### config.mk
export PLATFORM = sky130hd
export DESIGN_NAME = fp_divide_iter
export DESIGN_NICKNAME = d
export VERILOG_FILES = /design/src/rtl/fp_pkg.sv /design/src/rtl/fp_mant_div.sv /design/src/rtl/fp_divide_iter.sv
export SDC_FILE = /design/constraint.sdc
export NUM_CORES = 1
export LEC_CHECK = 0
export BUFFER_PORTS_ARGS = -buffer_cell sky130_fd_sc_hd__buf_2
export CORE_MARGIN = 2
export CORE_UTILIZATION = 55
export DETAILED_ROUTE_END_ITERATION = 7
export PLACE_DENSITY = 0.75
export SLEW_MARGIN = 20
export SYNTH_ARGS = -nofsm -noshare
export SYNTH_HDL_FRONTEND = slang
export SYNTH_SLANG_ARGS = --single-unit
### constraint.sdc
create_clock -name clk_i -period 8.9 [get_ports clk_i]
set_input_delay 0.445 -clock clk_i [delete_from_list [all_inputs] [get_ports clk_i]]
set_output_delay 0.445 -clock clk_i [all_outputs]
set_load 0.005 [all_outputs]
### src/rtl/fp_pkg.sv
// Shared fp32 constants, FSM encoding and operand classification
// for the iterative divider.
package fp_pkg;

   localparam int unsigned EXP_W   = 8;
   localparam int unsigned MAN_W   = 23;
   localparam int unsigned BIAS    = 127;
   localparam int unsigned EXP_MAX = 255;
   localparam logic [31:0] QNAN    = 32'h7FC0_0000;

   typedef enum logic [1:0] {IDLE, DIV, ROUND, DONE} state_t;

   typedef struct packed {
      logic is_zero;
      logic is_inf;
      logic is_nan;
   } fp_class_t;

   // Denormals (exponent field 0) classify as zero.
   function automatic fp_class_t classify(input logic [EXP_W+MAN_W-1:0] x);
      fp_class_t c;
      c.is_zero = (x[MAN_W +: EXP_W] == '0);
      c.is_inf  = (x[MAN_W +: EXP_W] == EXP_W'(EXP_MAX)) && (x[MAN_W-1:0] == '0);
      c.is_nan  = (x[MAN_W +: EXP_W] == EXP_W'(EXP_MAX)) && (x[MAN_W-1:0] != '0);
      return c;
   endfunction

endpackage

### src/rtl/fp_mant_div.sv
// Restoring mantissa divider: one quotient bit per step, MAN_W+3 steps
// producing the integer bit, MAN_W fraction bits, guard and spare bit.
module fp_mant_div #(
   parameter int unsigned MAN_W = 23
) (
   input  logic               clk_i,
   input  logic               rst_ni,
   input  logic               start,
   input  logic               step,
   input  logic [MAN_W-1:0]   fa,
   input  logic [MAN_W-1:0]   fb,
   output logic               done,
   output logic [MAN_W+2:0]   q,
   output logic               rem_nz
);

   localparam int unsigned RW = MAN_W + 2;
   localparam int unsigned QW = MAN_W + 3;
   localparam int unsigned CW = $clog2(QW);

   logic [RW-1:0] r;
   logic [RW-1:0] d;
   logic [RW-1:0] r_sub;
   logic [CW-1:0] cnt;
   logic          ge;

   assign ge     = (r >= d);
   assign r_sub  = ge ? (r - d) : r;
   assign done   = (cnt == CW'(QW - 1));
   assign rem_nz = |r;

   always_ff @(posedge clk_i) begin
      if (!rst_ni) begin
         r   <= '0;
         d   <= '0;
         q   <= '0;
         cnt <= '0;
      end else if (start) begin
         r   <= {2'b01, fa};
         d   <= {2'b01, fb};
         q   <= '0;
         cnt <= '0;
      end else if (step) begin
         // Partial remainder stays below 2*d, so the shifted value fits RW bits.
         r <= RW'({r_sub, 1'b0});
         q <= {q[QW-2:0], ge};
         if (!done) begin
            cnt <= cnt + CW'(1);
         end
      end
   end

endmodule

### src/rtl/fp_divide_iter.sv
// Iterative fp32 divider c = a / b behind valid/ready handshakes;
// round-to-nearest-even, denormals flushed to zero on input and output.
module fp_divide_iter #(
   parameter int unsigned EXP_W = fp_pkg::EXP_W,
   parameter int unsigned MAN_W = fp_pkg::MAN_W
) (
   input  logic                   clk_i,
   input  logic                   rst_ni,
   input  logic                   valid_i,
   output logic                   ready_o,
   input  logic [EXP_W+MAN_W:0]   a_i,
   input  logic [EXP_W+MAN_W:0]   b_i,
   output logic                   valid_o,
   input  logic                   ready_i,
   output logic [EXP_W+MAN_W:0]   c_o
);

   import fp_pkg::*;

   localparam int unsigned DW  = EXP_W + MAN_W + 1;
   localparam int unsigned XW  = EXP_W + 2;
   localparam int unsigned QW  = MAN_W + 3;
   localparam int unsigned MW1 = MAN_W + 1;

   state_t                 state, state_d;
   logic                   sign, sign_d;
   logic signed [XW-1:0]   exp_q, exp_d;
   logic [DW-1:0]          res_q, res_d;
   logic [DW-1:0]          c_d;
   logic                   valid_d, ready_d;
   logic                   start, step, div_done, rem_nz;
   logic [QW-1:0]          q;
   fp_class_t              ca, cb;
   logic                   sp_nan, sp_inf, sp_zero;

   logic [MAN_W-1:0]       man_n;
   logic [MAN_W:0]         man_r;
   logic                   g, s, inc;
   logic signed [XW-1:0]   exp_n, exp_r;
   logic [DW-1:0]          rnd;

   fp_mant_div #(.MAN_W(MAN_W)) u_mant_div (
      .clk_i  (clk_i),
      .rst_ni (rst_ni),
      .start  (start),
      .step   (step),
      .fa     (a_i[MAN_W-1:0]),
      .fb     (b_i[MAN_W-1:0]),
      .done   (div_done),
      .q      (q),
      .rem_nz (rem_nz)
   );

   assign ca      = classify(a_i[DW-2:0]);
   assign cb      = classify(b_i[DW-2:0]);
   assign sp_nan  = ca.is_nan | cb.is_nan | (ca.is_zero & cb.is_zero) | (ca.is_inf & cb.is_inf);
   assign sp_inf  = ca.is_inf | cb.is_zero;
   assign sp_zero = ca.is_zero | cb.is_inf;

   // Normalize the quotient, round to nearest even, then clamp the exponent.
   always_comb begin
      if (q[QW-1]) begin
         man_n = q[QW-2:2];
         g     = q[1];
         s     = q[0] | rem_nz;
         exp_n = exp_q;
      end else begin
         man_n = q[QW-3:1];
         g     = q[0];
         s     = rem_nz;
         exp_n = exp_q - XW'(1);
      end
      inc   = g & (s | man_n[0]);
      man_r = {1'b0, man_n} + MW1'(inc);
      exp_r = man_r[MAN_W] ? (exp_n + XW'(1)) : exp_n;
      if (exp_r >= $signed(XW'(EXP_MAX))) begin
         rnd = {sign, {EXP_W{1'b1}}, {MAN_W{1'b0}}};
      end else if (exp_r[XW-1] || (exp_r == '0)) begin
         rnd = {sign, {(DW-1){1'b0}}};
      end else begin
         rnd = {sign, exp_r[EXP_W-1:0], man_r[MAN_W-1:0]};
      end
   end

   always_comb begin
      state_d = state;
      sign_d  = sign;
      exp_d   = exp_q;
      res_d   = res_q;
      valid_d = valid_o;
      ready_d = ready_o;
      c_d     = c_o;
      start   = 1'b0;
      step    = 1'b0;
      case (state)
         IDLE: begin
            ready_d = 1'b1;
            if (valid_i && ready_o) begin
               start   = 1'b1;
               ready_d = 1'b0;
               sign_d  = a_i[DW-1] ^ b_i[DW-1];
               exp_d   = $signed(XW'(a_i[MAN_W +: EXP_W])) - $signed(XW'(b_i[MAN_W +: EXP_W]))
                       + $signed(XW'(BIAS));
               if (sp_nan) begin
                  res_d   = DW'(QNAN);
                  state_d = DONE;
               end else if (sp_inf) begin
                  res_d   = {sign_d, {EXP_W{1'b1}}, {MAN_W{1'b0}}};
                  state_d = DONE;
               end else if (sp_zero) begin
                  res_d   = {sign_d, {(DW-1){1'b0}}};
                  state_d = DONE;
               end else begin
                  state_d = DIV;
               end
            end
         end
         DIV: begin
            step = 1'b1;
            if (div_done) begin
               state_d = ROUND;
            end
         end
         ROUND: begin
            res_d   = rnd;
            state_d = DONE;
         end
         DONE: begin
            // First DONE cycle publishes the result; it is then held until taken.
            if (!valid_o) begin
               valid_d = 1'b1;
               c_d     = res_q;
            end else if (ready_i) begin
               valid_d = 1'b0;
               ready_d = 1'b1;
               state_d = IDLE;
            end
         end
         default: begin
            state_d = IDLE;
         end
      endcase
   end

   always_ff @(posedge clk_i) begin
      if (!rst_ni) begin
         state   <= IDLE;
         sign    <= 1'b0;
         exp_q   <= '0;
         res_q   <= '0;
         valid_o <= 1'b0;
         ready_o <= 1'b1;
         c_o     <= '0;
      end else begin
         state   <= state_d;
         sign    <= sign_d;
         exp_q   <= exp_d;
         res_q   <= res_d;
         valid_o <= valid_d;
         ready_o <= ready_d;
         c_o     <= c_d;
      end
   end

endmodule

* Word-level counts from Yosys, hierarchy flattened
Index checks and enable logic that the tools add are counted.
** Operators by class
- Add/subtract/negate cells :: 7
- $lt $le $gt $ge :: 2
- Eq/ne operators :: 11
- Mux-type cells :: 32
- Bitwise operators :: 14
- Reductions and logical operators :: 25
** Operator list (number)
- two-way mux 32 bit :: 4
- two-way mux 24 bit :: 3
- one-hot mux 32 bit (2 select lines) :: 1
- two-way mux 31 bit :: 2
- logical NOT 23 bit :: 2
- nonzero test 23 bit :: 2
- >= comparator 25 x 24 -> 1 bit :: 1
- OR reduction 25 bit :: 1
- adder 23 x 1 -> 24 bit :: 1
- subtractor 24 bit :: 1
- two-way mux 23 bit :: 1
- two-way mux 10 bit :: 2
- == test 8 bit, second input constant :: 2
- logical NOT 8 bit :: 2
- two-way mux 2 bit :: 7
- adder 10 x 2 -> 10 bit, second input constant :: 1
- adder 9 x 8 -> 10 bit, second input constant :: 1
- >= comparator 10 x 9 -> 1 bit, second input constant :: 1
- logical NOT 10 bit :: 1
- two-way mux 1 bit :: 10
- subtractor 10 x 2 -> 10 bit, second input constant :: 1
- subtractor 8 x 8 -> 9 bit :: 1
- != test 2 bit, second input constant :: 4
- one-hot mux 2 bit (4 select lines) :: 1
- 18 further kinds :: 38
** Word-level totals
- Register bits after elaboration :: 159
- Bits of input ports :: 68
- Output and inout bits :: 34
- Word-level logic and storage cells :: 103

* Logic depth before layout (Yosys ltp)
Gate-level depths: netlist of the first run.
- Depth after elaboration :: 12
- Gate-level depth with buffers :: 16
- Gate-level depth less buffers :: 12

* Hierarchy
A second synthesis of the first run with hierarchy kept.
** Unflattened totals
- Cells, all modules :: 1204
- Area total of the unflattened synthesis :: 9883.2 um^2
** By module, submodules not included
- fp_divide_iter :: instances 1, cells an instance 657, area each 5190.0 um^2, seq. area each 1581.5 um^2
- fp_mant_div :: instances 1, cells an instance 547, area each 4693.3 um^2, seq. area each 1601.5 um^2

* Least setup slack after synthesis of the first run
OpenSTA, ideal clock, no wires.
- Path type :: reg2reg
- From :: register u_mant_div.q[25]
- To :: register res_q[20]
- Setup time :: 0.096 ns
- Data arrival time :: 3.674 ns
- Data required time :: 8.804 ns
- Slack :: 5.130 ns
- Stages on the path, launching flop included :: 17
- Path buffers :: 5
- Period minus slack after synthesis :: 3.770 ns
- Cell sequence :: dfxtp_1 > buf_6 > buf_8 > buf_2 > buf_1 > clkbuf_1 > nand2_1 > a21boi_0 > ha_1 > nand3_1 > nor4b_1 > and4b_1 > and3_1 > nand2_1 > nand3b_1 > nand3_1 > o41ai_2
** On the way
- Longest elaborated chain between the ends :: 10
- Elaborated cells on any way between the ends :: 15
- Classes of those cells :: add/sub (2); order compare (1); mux (8); bitwise (2); reduce/logical (2)
** Ends and longest elaborated chain
- start, declared :: line fp_mant_div.sv:13 : output logic [MAN_W+2:0] q,
- start signal, assigned :: line fp_mant_div.sv:46 : q <= {q[QW-2:0], ge};
- branches (longest 8 deep; another with adder 23 x 1 -> 24 bit)
- two-way mux 31 bit (*) :: line fp_divide_iter.sv:76 : if (exp_r >= $signed(XW'(EXP_MAX))) begin
- one-hot mux 32 bit (2 select lines) (*) :: line fp_divide_iter.sv:95 : case (state)
- end signal, assigned :: line fp_divide_iter.sv:158 : res_q <= res_d;
- end, declared :: line fp_divide_iter.sv:28 : logic [DW-1:0] res_q, res_d;
Every way passes the cells marked *.
A chain may end at the register's enable or synchronous reset.

* Worst setup path in the final report of the first run
- From :: register u_mant_div.q[25]
- To :: register res_q[22]
The elaborated chain is that of the path after synthesis.

==> impl_metrics.py, run 1 <==
metrics = {
    "synth": {
        "yosysTopAreaCell": "dfxtp_1",
        "synth.distinct_cells": 78,
        "syn-num-nets": 1395,
        "syn_area_per_cell_sq_um": 7.86,
        "ys_warn_count": 0,
        "syn_inst": 1283,
        "ys_seq_elements": 159,
        "synth.area.top_cells": "dfxtp_1, nand2_1, ha_1",
        "netlist.area_leader.share_pct": 31.6,
        "synth_ff_type": "dfxtp_1",
        "synthesis.area_sq_um": 10100,
        "ys_seq_area_share_pct": 31.6,
        "synth-edff-count": 0,
        "synth_common_cells": "nand2_1, dfxtp_1, a21oi_1, nor2_1, o21ai_0",
        "synthArstFlopShare_pct": 0,
        "synth_most_common_cell": "nand2_1",
    },
    "clock_tree": {
        "numCtsBuffers": 17,
        "cts_hold_buf": 0,
        "cts_tree": "yes",
        "cts.path.max_buffers": 2,
        "clkLatencyLatePin_ns": 0.44,
        "cts_setup_buffers": 0,
        "clockRootBuffer": "clkbuf_16",
        "clock_sinks": 159,
        "htree_levels": 4,
        "cts.clk_slew.worst_paths_ns": 0.07,
        "cts-resized-gates": 0,
    },
    "critical_path": {
        "worst-path-max-fanout": 60,
        "end_kind": "register",
        "critical_path_class": "reg2reg",
        "path_buf_inv": 1,
        "cp_top_family": "simple AND/OR/NAND/NOR gates",
        "slowest_delay_ns": 0.67,
        "crit_required_ns": 9.19,
        "crit_slowest_cell": "or4_4",
        "cp-start-kind": "register",
        "path_cells": "buf_4, nand2_1, a2111o_1, or4_4, or3b_2, a21oi_1, nor4bb_1, or2_2, o31ai_1",
        "crit_arrival_ns": 4.35,
    },
    "routing": {
        "ant_nets": 0,
        "first_iter_violations": 828,
        "viasPerCell": 6.05,
        "totalWireLength_um": 26300,
        "first_pass_iters": 5,
        "avgRoutedWirePerCell_um": 16.7,
        "drcViolationCount": 0,
        "num_vias": 9541,
    },
    "cells_and_area": {
        "antenna_cells": 0,
        "multi_input_area_sq_um": 6310,
        "regArea_sq_um": 3180,
        "design_area_sq_um": 11200,
        "fin_util_pct": 62.4,
        "final_nets": 1448,
        "areaGrowthSynthToFinish_pct": 11.2,
        "drive_gt1_share_pct": 14.8,
        "fillCellCount": 1578,
    },
    "die": {
        "coreArea_sq_um": 18000,
        "dieWidth_um": 139,
        "die_h_um": 139,
        "initial_core_util_pct": 56.1,
        "die_area_sq_um": 19400,
        "row_count": 49,
        "io-pin-count": 102,
    },
    "sta": {
        "layout_min_cycle_time_ns": 4.06,
        "worstMarginPinSlew_ns": 0.976,
        "fin_skew_ns": 0.0109,
        "hold_viol_final": 0,
        "min_period_over_period_pct": 45.6,
        "final_max_slew_viol_count": 0,
        "max_freq_mhz": 246,
        "fin_setup_tns_ns": 0,
        "max-slew-margin-rel_pct": 34.9,
        "setup_violations": 0,
        "grt_setup_unrepaired": "no",
    },
    "pwr": {
        "p_leak_nw": 4.32,
        "ir_worst_vdd_mv": 0.245,
        "power_mw": 3.98,
        "cellPowerDensity_nw_per_um2": 355,
    },
    "global_route": {
        "antenna_found_initial": 0,
        "grt_pass1_wl_um": 43500,
        "grt_max_degree": 77,
        "grtUsageTotal_pct": 27.2,
        "first_global_vias": 8569,
        "grt_overflow_total": 0,
    },
    "placement": {
        "io_buffers": 101,
        "dpl_cell_area_sq_um": 10600,
        "hpwl_um": 18700,
        "place_congestion": 0.948,
    },
    "run": {
        "drv_cap": 0,
    },
    "hold_path": {
        "hold_class": "in2reg",
    },
    "status": {
        "status": "completed",
    },
}
state kept, by name, summed over array words and instances, names as in the netlist, 2 cells and up:
signal          cells
exp_q              10
c_o                32
u_mant_div.d       24
u_mant_div.q       26
u_mant_div.r       25
res_q              32
state               2
u_mant_div.cnt      5
path summary, 6_finish.rpt:
check                           slack [ns]  depth (start not counted)                      to                          start
worst max-delay path                  4.84                          9  res_q[22]$_SDFFE_PN0P_  u_mant_div.q[25]$_SDFFE_PP0P_
worst min-delay path                  0.22                          2    valid_o$_SDFFE_PN0P_                        ready_i
worst max register to register        4.84                          9  res_q[22]$_SDFFE_PN0P_  u_mant_div.q[25]$_SDFFE_PP0P_
worst min register to register        0.45                          2    c_o[13]$_SDFFE_PN0P_           c_o[13]$_SDFFE_PN0P_
cells by family after synthesis:
| group | after synthesis | synth area share, % |
|---|---|---|
| compound gates | 336 | 23.0 |
| xor+xnor | 56 | 4.87 |
| fa+ha+maj | 44 | 5.61 |
| buf+inv | 142 | 6.06 |
| flops | 159 | 31.6 |
| mux | 51 | 5.11 |
| simple gates | 495 | 23.8 |
report_power, final:
part	total, mW	leakage, nW	internal (mW)	switching, mW
clock network	0.724	0.284	0.376	0.348
registers	0.959	1.29	0.831	0.128
logic	2.30	2.75	0.838	1.46
total	3.98	4.32	2.05	1.94
area by class of cell:
type / instances / area share [%]
Sequential cell: 159 / 28.4
Multi-Input combinational cell: 982 / 56.3
Tap cell: 229 / 2.56
Inverter: 64 / 2.14
Timing Repair Buffer: 112 / 5.25
Clock inverter: 15 / 1.52
Clock buffer: 17 / 3.80
layer usage:
metal / routed length (um) / vias up / track usage (%)
met3: 2200 / 47 / 5.95
met5: 0 / - / 0
met2: 11300 / 365 / 41.0
met4: 469 / 0 / 6.86
li1: - / 4709 / -
met1: 12300 / 4420 / 39.5
metrics by stage:
step                hold slack, ns  setup slack (ns)  cells
global placement             0.436              4.54   1546
finish                       0.216              4.84   1578
global route                 0.218              4.56   1578
floorplan                    0.420              5.13   1283
CTS                          0.210              4.47   1578
detailed placement           0.444              4.51   1546
worst reg2reg max path, cell delays in order, from the launching register on:
cell and delay (ns):
dfxtp_2 0.32, buf_4 0.56, nand2_1 0.16, a2111o_1 0.52
or4_4 0.67, or3b_2 0.48, a21oi_1 0.14, nor4bb_1 0.28
or2_2 0.60, o31ai_1 0.19
cells in the final DEF, fill, tap and decap left out, types with 34 or more instances in the layout:
| cell | synthesis | layout |
|---|---|---|
| nand2_1 | 201 | 201 |
| dfxtp_1 | 159 | 158 |
| nor2_1 | 99 | 97 |
| a21oi_1 | 100 | 100 |
| inv_1 | 64 | 63 |
| xnor2_1 | 34 | 34 |
| o21ai_0 | 70 | 70 |
| nand3_1 | 39 | 39 |
| mux2i_1 | 47 | 47 |
| ha_1 | 42 | 41 |
| buf_2 | 7 | 101 |
Note: power is estimated with default switching activity, not from simulation.
==> run 2, diff against run 1 <==
--- a/config.mk
+++ b/config.mk
@@ -5,11 +5,12 @@
 export SDC_FILE = /design/constraint.sdc
 export NUM_CORES = 1
 export LEC_CHECK = 0
+export ABC_AREA = 1
 export BUFFER_PORTS_ARGS = -buffer_cell sky130_fd_sc_hd__buf_2
 export CORE_MARGIN = 2
 export CORE_UTILIZATION = 55
 export DETAILED_ROUTE_END_ITERATION = 7
-export PLACE_DENSITY = 0.75
+export PLACE_DENSITY = 0.78
 export SLEW_MARGIN = 20
 export SYNTH_ARGS = -nofsm -noshare
 export SYNTH_HDL_FRONTEND = slang
==> constraint.sdc (replaced) <==
create_clock -name clk_i -period 3.4 [get_ports clk_i]
set_input_delay 0.17 -clock clk_i [delete_from_list [all_inputs] [get_ports clk_i]]
set_output_delay 0.17 -clock clk_i [all_outputs]
set_load 0.005 [all_outputs]
==> impl_metrics.py, run 2 <==
metrics = {
    "sta": {
        "setup_violations": 0,
        "max-slew-margin-rel_pct": 33.8,
        "min_period_over_period_pct": 90.4,
        "fin_skew_ns": 0.00997,
        "grt_setup_unrepaired": "no",
        "final_max_slew_viol_count": 0,
        "worstMarginPinSlew_ns": 0.993,
        "layout_min_cycle_time_ns": 3.07,
        "max_freq_mhz": 325,
        "fin_setup_tns_ns": 0,
        "hold_viol_final": 0,
    },
    "clock_tree": {
        "cts-resized-gates": 0,
        "cts_setup_buffers": 0,
        "cts.path.max_buffers": 2,
        "cts_tree": "yes",
        "cts.clk_slew.worst_paths_ns": 0.07,
        "cts_hold_buf": 2,
        "htree_levels": 4,
        "numCtsBuffers": 17,
        "clock_sinks": 159,
        "clockRootBuffer": "clkbuf_16",
        "clkLatencyLatePin_ns": 0.44,
    },
    "cells_and_area": {
        "areaGrowthSynthToFinish_pct": 11.6,
        "fin_util_pct": 62.6,
        "drive_gt1_share_pct": 14.7,
        "final_common_cell": "nand2_1",
        "final_nets": 1797,
        "antenna_cells": 0,
        "largestRegisters": "c_o x32, res_q x32, u_mant_div.q x26",
        "final_cell_mix": "nand2_1, nor2_1, inv_1, dfxtp_1, a21oi_1",
        "fillCellCount": 1737,
    },
    "routing": {
        "num_vias": 10446,
        "first_pass_iters": 8,
        "drcViolationCount": 0,
        "totalWireLength_um": 27200,
        "avgRoutedWirePerCell_um": 14.1,
        "first_iter_violations": 809,
        "viasPerCell": 5.41,
        "ant_nets": 0,
    },
    "placement": {
        "io_buffers": 101,
        "hpwl_um": 20400,
        "place_congestion": 0.936,
    },
    "synth": {
        "synthesis.area_sq_um": 10500,
        "netlist.area_leader.share_pct": 30.2,
        "synth.area.top_cells": "dfxtp_1, nand2_1, nor2_1",
        "ys_warn_count": 0,
        "synth-edff-count": 0,
        "synth_common_cells": "nand2_1, nor2_1, inv_1, dfxtp_1, a21oi_1",
        "ys_seq_area_share_pct": 30.2,
        "synth.distinct_cells": 53,
        "syn_area_per_cell_sq_um": 6.52,
        "syn-num-nets": 1727,
        "syn_inst": 1615,
        "synth_ff_type": "dfxtp_1",
        "synthArstFlopShare_pct": 0,
        "synth_most_common_cell": "nand2_1",
        "ys_seq_elements": 159,
        "yosysTopAreaCell": "dfxtp_1",
    },
    "pwr": {
        "power_mw": 11.3,
        "p_leak_nw": 5.44,
        "ir_worst_vdd_mv": 0.625,
        "cellPowerDensity_nw_per_um2": 960,
    },
    "global_route": {
        "met3_usage_pct": 4.81,
        "gr-usage-met1_pct": 38.2,
        "grt_max_degree": 69,
        "grt_pass1_wl_um": 45600,
        "grt_busiest_layer": "met2",
        "grtUsageTotal_pct": 27.6,
        "first_global_vias": 9500,
        "grt_overflow_total": 0,
        "antenna_found_initial": 0,
        "use_met2_pct": 45.3,
    },
    "critical_path": {
        "crit_slowest_cell": "o21ai_0",
        "worstRegToRegCells": 12,
        "crit_required_ns": 3.67,
        "rr_endpoint": "u_mant_div.r[9]$_SDFFE_PN0P_",
        "end_kind": "register",
        "path_cells": "inv_1, ha_1, nand3_1, nand2_1, a21boi_0, o21ai_0, nand4_1, nand3_1, buf_4, o21ai_0, o211ai_1, a31oi_1",
        "r2r_start": "u_mant_div.d[1]$_SDFFE_PN0P_",
        "slowest_delay_ns": 0.65,
        "r2r_slack_ns": 0.33,
        "cp_num_cells": 12,
        "worst-path-max-fanout": 40,
        "crit_arrival_ns": 3.34,
        "critical_path_class": "reg2reg",
        "cp-start-kind": "register",
        "cp_top_family": "compound AO/OA/AOI/OAI gates",
        "path_buf_inv": 2,
    },
    "hold_path": {
        "hp-start": "a_i[13]",
        "hold_class": "in2reg",
        "min_to": "u_mant_div.r[13]$_SDFFE_PN0P_",
        "whs_path_depth": 3,
    },
    "die": {
        "die_h_um": 142,
        "coreArea_sq_um": 18800,
        "dieWidth_um": 142,
        "row_count": 50,
        "io-pin-count": 102,
        "die_area_sq_um": 20300,
        "initial_core_util_pct": 56.1,
    },
    "status": {
        "status": "completed",
    },
    "run": {
        "drv_cap": 0,
    },
}
-- run 2: tightest hold or removal path, stage by stage --
cell and delay, ns:
buf_2 0.11, nand2_1 0.05, a31oi_1 0.07
-- run 2: how the worst max path moves through the flow --
stage	startpoint	to	slack, ns
3_5_place_dp	u_mant_div.d[1]$_SDFFE_PN0P_	u_mant_div.r[9]$_SDFFE_PN0P_	0.43
3_3_place_gp	u_mant_div.q[25]$_SDFFE_PP0P_	res_q[14]$_SDFFE_PN0P_	0.44
2_1_floorplan	exp_q[0]$_SDFFE_PN0P_	res_q[11]$_SDFFE_PN0P_	1.03
4_1_cts	u_mant_div.d[1]$_SDFFE_PN0P_	u_mant_div.r[9]$_SDFFE_PN0P_	0.40
6_report	u_mant_div.d[1]$_SDFFE_PN0P_	u_mant_div.r[9]$_SDFFE_PN0P_	0.33
5_1_grt	u_mant_div.d[1]$_SDFFE_PN0P_	u_mant_div.r[9]$_SDFFE_PN0P_	0.003
-- run 2: per-layer routing --
metal	routed length, um	up-vias
li1	-	5380
met1	13100	4741
met2	12100	299
met3	1630	26
met4	282	0
met5	0	-
-- run 2: layout make-up --
cell class                 count  area [sq um]  area share, %
multi-input combinational   1203          6290           53.5
clock buffer                  17           425           3.62
sequential                   159          3180           27.1
inverter                     188           712           6.06
tap                          234           293           2.49
timing repair buffer         116           636           5.41
clock inverter                15           220           1.87
-- run 2: logic make-up (layout without fill, tap and decap cells) --
| group | after synthesis | count (layout) | share of synthesized area (%) |
|---|---|---|---|
| simple gates | 816 | 816 | 34.6 |
| xor+xnor | 44 | 44 | 3.66 |
| buf+inv | 253 | 336 | 10.2 |
| compound gates | 299 | 299 | 16.0 |
| flops | 159 | 159 | 30.2 |
| fa+ha+maj | 44 | 44 | 5.37 |
-- run 2: report_power, final --
part | total (mW) | internal, mW | switching, mW
clock | 2.14 | 1.26 | 0.876
combinational | 6.56 | 2.16 | 4.39
sequential | 2.59 | 2.28 | 0.316
total | 11.3 | 5.70 | 5.58
-- run 2: stage by stage --
| step | cell area [sq um] | setup WS [ns] | hold WS [ns] | cells |
|---|---|---|---|---|
| floorplan | 10500 | 1.03 | 0.305 | 1615 |
| global placement | 11100 | 0.440 | 0.419 | 1898 |
| detailed placement | 11100 | 0.426 | 0.427 | 1898 |
| CTS | 11800 | 0.399 | 0.0107 | 1932 |
| global route | 11800 | 0.00276 | 0.0224 | 1932 |
| finish | 11800 | 0.327 | 0.0165 | 1932 |
==> run 3, diff against run 2 <==
--- a/config.mk
+++ b/config.mk
@@ -14,4 +14,5 @@
 export SLEW_MARGIN = 20
 export SYNTH_ARGS = -nofsm -noshare
 export SYNTH_HDL_FRONTEND = slang
+export SYNTH_HIERARCHICAL = 1
 export SYNTH_SLANG_ARGS = --single-unit
==> impl_metrics.py, run 3 <==
metrics = {
    "status": {
        "status": "completed",
    },
    "critical_path": {
        "crit_required_ns": 3.73,
        "rr_endpoint": "res_q[28]$_SDFFE_PN0P_",
        "worstRegToRegCells": 17,
        "critical_path_class": "reg2reg",
        "cp-start-kind": "register",
        "r2r_slack_ns": 0.40,
        "crit_arrival_ns": 3.33,
        "r2r_start": "u_mant_div/q[25]$_SDFFE_PP0P_",
        "end_kind": "register",
        "worst-path-max-fanout": 23,
    },
    "cells_and_area": {
        "areaGrowthSynthToFinish_pct": 11.9,
        "final_common_cell": "nand2_1",
        "antenna_cells": 0,
        "drive_gt1_share_pct": 11.5,
        "regArea_sq_um": 3180,
        "fillCellCount": 1907,
        "final_cell_mix": "nand2_1, inv_1, nor2_1, dfxtp_1, a21oi_1",
        "multi_input_area_sq_um": 6250,
        "final_cells": 2087,
        "largestRegisters": "c_o x32, res_q x32, u_mant_div/q x26",
        "final_nets": 1921,
    },
    "synth": {
        "netlist.area_leader.share_pct": 29.7,
        "syn-num-nets": 1847,
        "synthesis.area_sq_um": 10700,
        "syn_inst": 1735,
        "synth_common_cells": "nand2_1, inv_1, nor2_1, dfxtp_1, a21oi_1",
        "yosysTopAreaCell": "dfxtp_1",
        "ys_warn_count": 6,
        "ys_seq_area_share_pct": 29.7,
        "synthArstFlopShare_pct": 0,
        "syn_area_per_cell_sq_um": 6.19,
        "synth_ff_type": "dfxtp_1",
        "synth.area.top_cells": "dfxtp_1, nand2_1, inv_1",
        "ys_seq_elements": 159,
        "synth_most_common_cell": "nand2_1",
        "synth-edff-count": 0,
        "synth.distinct_cells": 46,
    },
    "clock_tree": {
        "cts.clk_slew.worst_paths_ns": 0.07,
        "clockRootBuffer": "clkbuf_16",
        "clock_sinks": 159,
        "cts_hold_buf": 0,
        "cts_setup_buffers": 0,
        "numCtsBuffers": 17,
        "clkLatencyLatePin_ns": 0.44,
        "cts.path.max_buffers": 2,
        "cts_tree": "yes",
        "htree_levels": 4,
        "cts-resized-gates": 0,
    },
    "routing": {
        "viasPerCell": 5.44,
        "avgRoutedWirePerCell_um": 14.3,
        "ant_nets": 0,
        "first_iter_violations": 974,
        "num_vias": 11351,
        "drcViolationCount": 0,
        "totalWireLength_um": 29900,
        "first_pass_iters": 6,
    },
    "die": {
        "io-pin-count": 102,
        "die_area_sq_um": 20700,
        "die_h_um": 144,
        "coreArea_sq_um": 19300,
        "row_count": 51,
        "dieWidth_um": 144,
        "initial_core_util_pct": 55.5,
    },
    "pwr": {
        "p_leak_nw": 5.88,
        "ir_worst_vdd_mv": 0.637,
        "cellPowerDensity_nw_per_um2": 1040,
    },
    "global_route": {
        "gr-usage-met1_pct": 37.7,
        "grt_busiest_layer": "met2",
        "antenna_found_initial": 0,
        "grt_max_degree": 64,
        "grt_overflow_total": 0,
        "first_global_vias": 10311,
        "met3_usage_pct": 4.00,
        "grtUsageTotal_pct": 29.3,
        "grt_pass1_wl_um": 48600,
        "use_met2_pct": 48.9,
    },
    "sta": {
        "layout_min_cycle_time_ns": 3.00,
        "min_period_over_period_pct": 88.3,
        "fin_setup_tns_ns": 0,
        "max-slew-margin-rel_pct": 28.9,
        "worstMarginPinSlew_ns": 1.06,
        "fin_skew_ns": 0.0102,
        "hold_viol_final": 0,
        "max_freq_mhz": 333,
        "grt_setup_unrepaired": "no",
        "final_max_slew_viol_count": 0,
        "setup_ws_ns": 0.399,
        "whs_ns": 0.0222,
        "setup_violations": 0,
    },
    "placement": {
        "hpwl_um": 22600,
        "place_inst": 2055,
        "place_congestion": 0.955,
        "dp_slack_ns": 0.315,
        "io_buffers": 101,
    },
    "hold_path": {
        "hold_class": "in2reg",
        "min_to": "u_mant_div/r[0]$_SDFFE_PN0P_",
        "whs_path_depth": 3,
        "hp-start": "a_i[0]",
    },
    "run": {
        "drv_cap": 0,
    },
}
-- run 3: worst max path at each step --
stage / from / endpoint / cells after the start
floorplan: exp_q[0]$_SDFFE_PN0P_ / res_q[8]$_SDFFE_PN0P_ / 18
global placement: b_i[17] / res_q[30]$_SDFFE_PN0P_ / 13
detailed placement: u_mant_div/q[25]$_SDFFE_PP0P_ / res_q[28]$_SDFFE_PN0P_ / 20
CTS: u_mant_div/q[25]$_SDFFE_PP0P_ / res_q[28]$_SDFFE_PN0P_ / 20
global route: exp_q[0]$_SDFFE_PN0P_ / res_q[2]$_SDFFE_PN0P_ / 16
finish: u_mant_div/q[25]$_SDFFE_PP0P_ / res_q[28]$_SDFFE_PN0P_ / 17
-- run 3: cell families after synthesis --
| family | count (synthesis) | share of synthesized area, % |
|---|---|---|
| buffers and inverters | 323 | 12.2 |
| and+or+nand+nor | 885 | 35.6 |
| adders and majority gates | 44 | 5.27 |
| DFF | 159 | 29.7 |
| AOI/OAI and AO/OA | 295 | 14.9 |
| xor gates and xnor gates | 29 | 2.37 |
-- run 3: through the flow --
stage / power (mW) / util [%] / cell area [sq um]
after CTS: 12.3 / 62.0 / 12000
final: 12.5 / 62.1 / 12000
after floorplan: 8.60 / - / 10700
after global placement: 10.3 / 58.9 / 11400
after global routing: 13.6 / 62.1 / 12000
after detailed placement: 10.3 / 58.9 / 11400
-- run 3: area by class of cell --
cell class                      instances  share of cell area [%]
Inverter                              259                    8.12
Timing Repair Buffer                  119                    5.50
Clock inverter                         15                    1.54
Multi-Input combinational cell       1253                    52.0
Sequential cell                       159                    26.5
Tap cell                              265                    2.76
Clock buffer                           17                    3.54
-- run 3: per-layer routing --
metal	wire length [um]	part of all wire, %
met4	1140	3.8
met3	1830	6.1
met5	0	0
met1	13400	45
met2	13600	45
-- run 3: worst max-delay path, stage by stage (launching register included) --
cell	delay, ns
dfxtp_2	0.36
buf_6	0.17
o21ai_0	0.40
nand2_1	0.12
nor2_2	0.19
nand2_1	0.15
nor3_4	0.24
nand2_1	0.08
nand2_1	0.08
nand2_1	0.09
nor2_1	0.13
nand3_1	0.08
nand2_1	0.06
nand2_1	0.22
buf_12	0.25
nand2_1	0.07
nand2_1	0.05
a21oi_1	0.14
-- run 3: power breakdown --
| group | internal [mW] | switching (mW) | leakage, nW |
|---|---|---|---|
| sequential | 2.27 | 0.362 | 1.30 |
| clock | 1.06 | 0.924 | 0.293 |
| combinational | 2.58 | 5.32 | 4.29 |
| total | 5.92 | 6.60 | 5.88 |
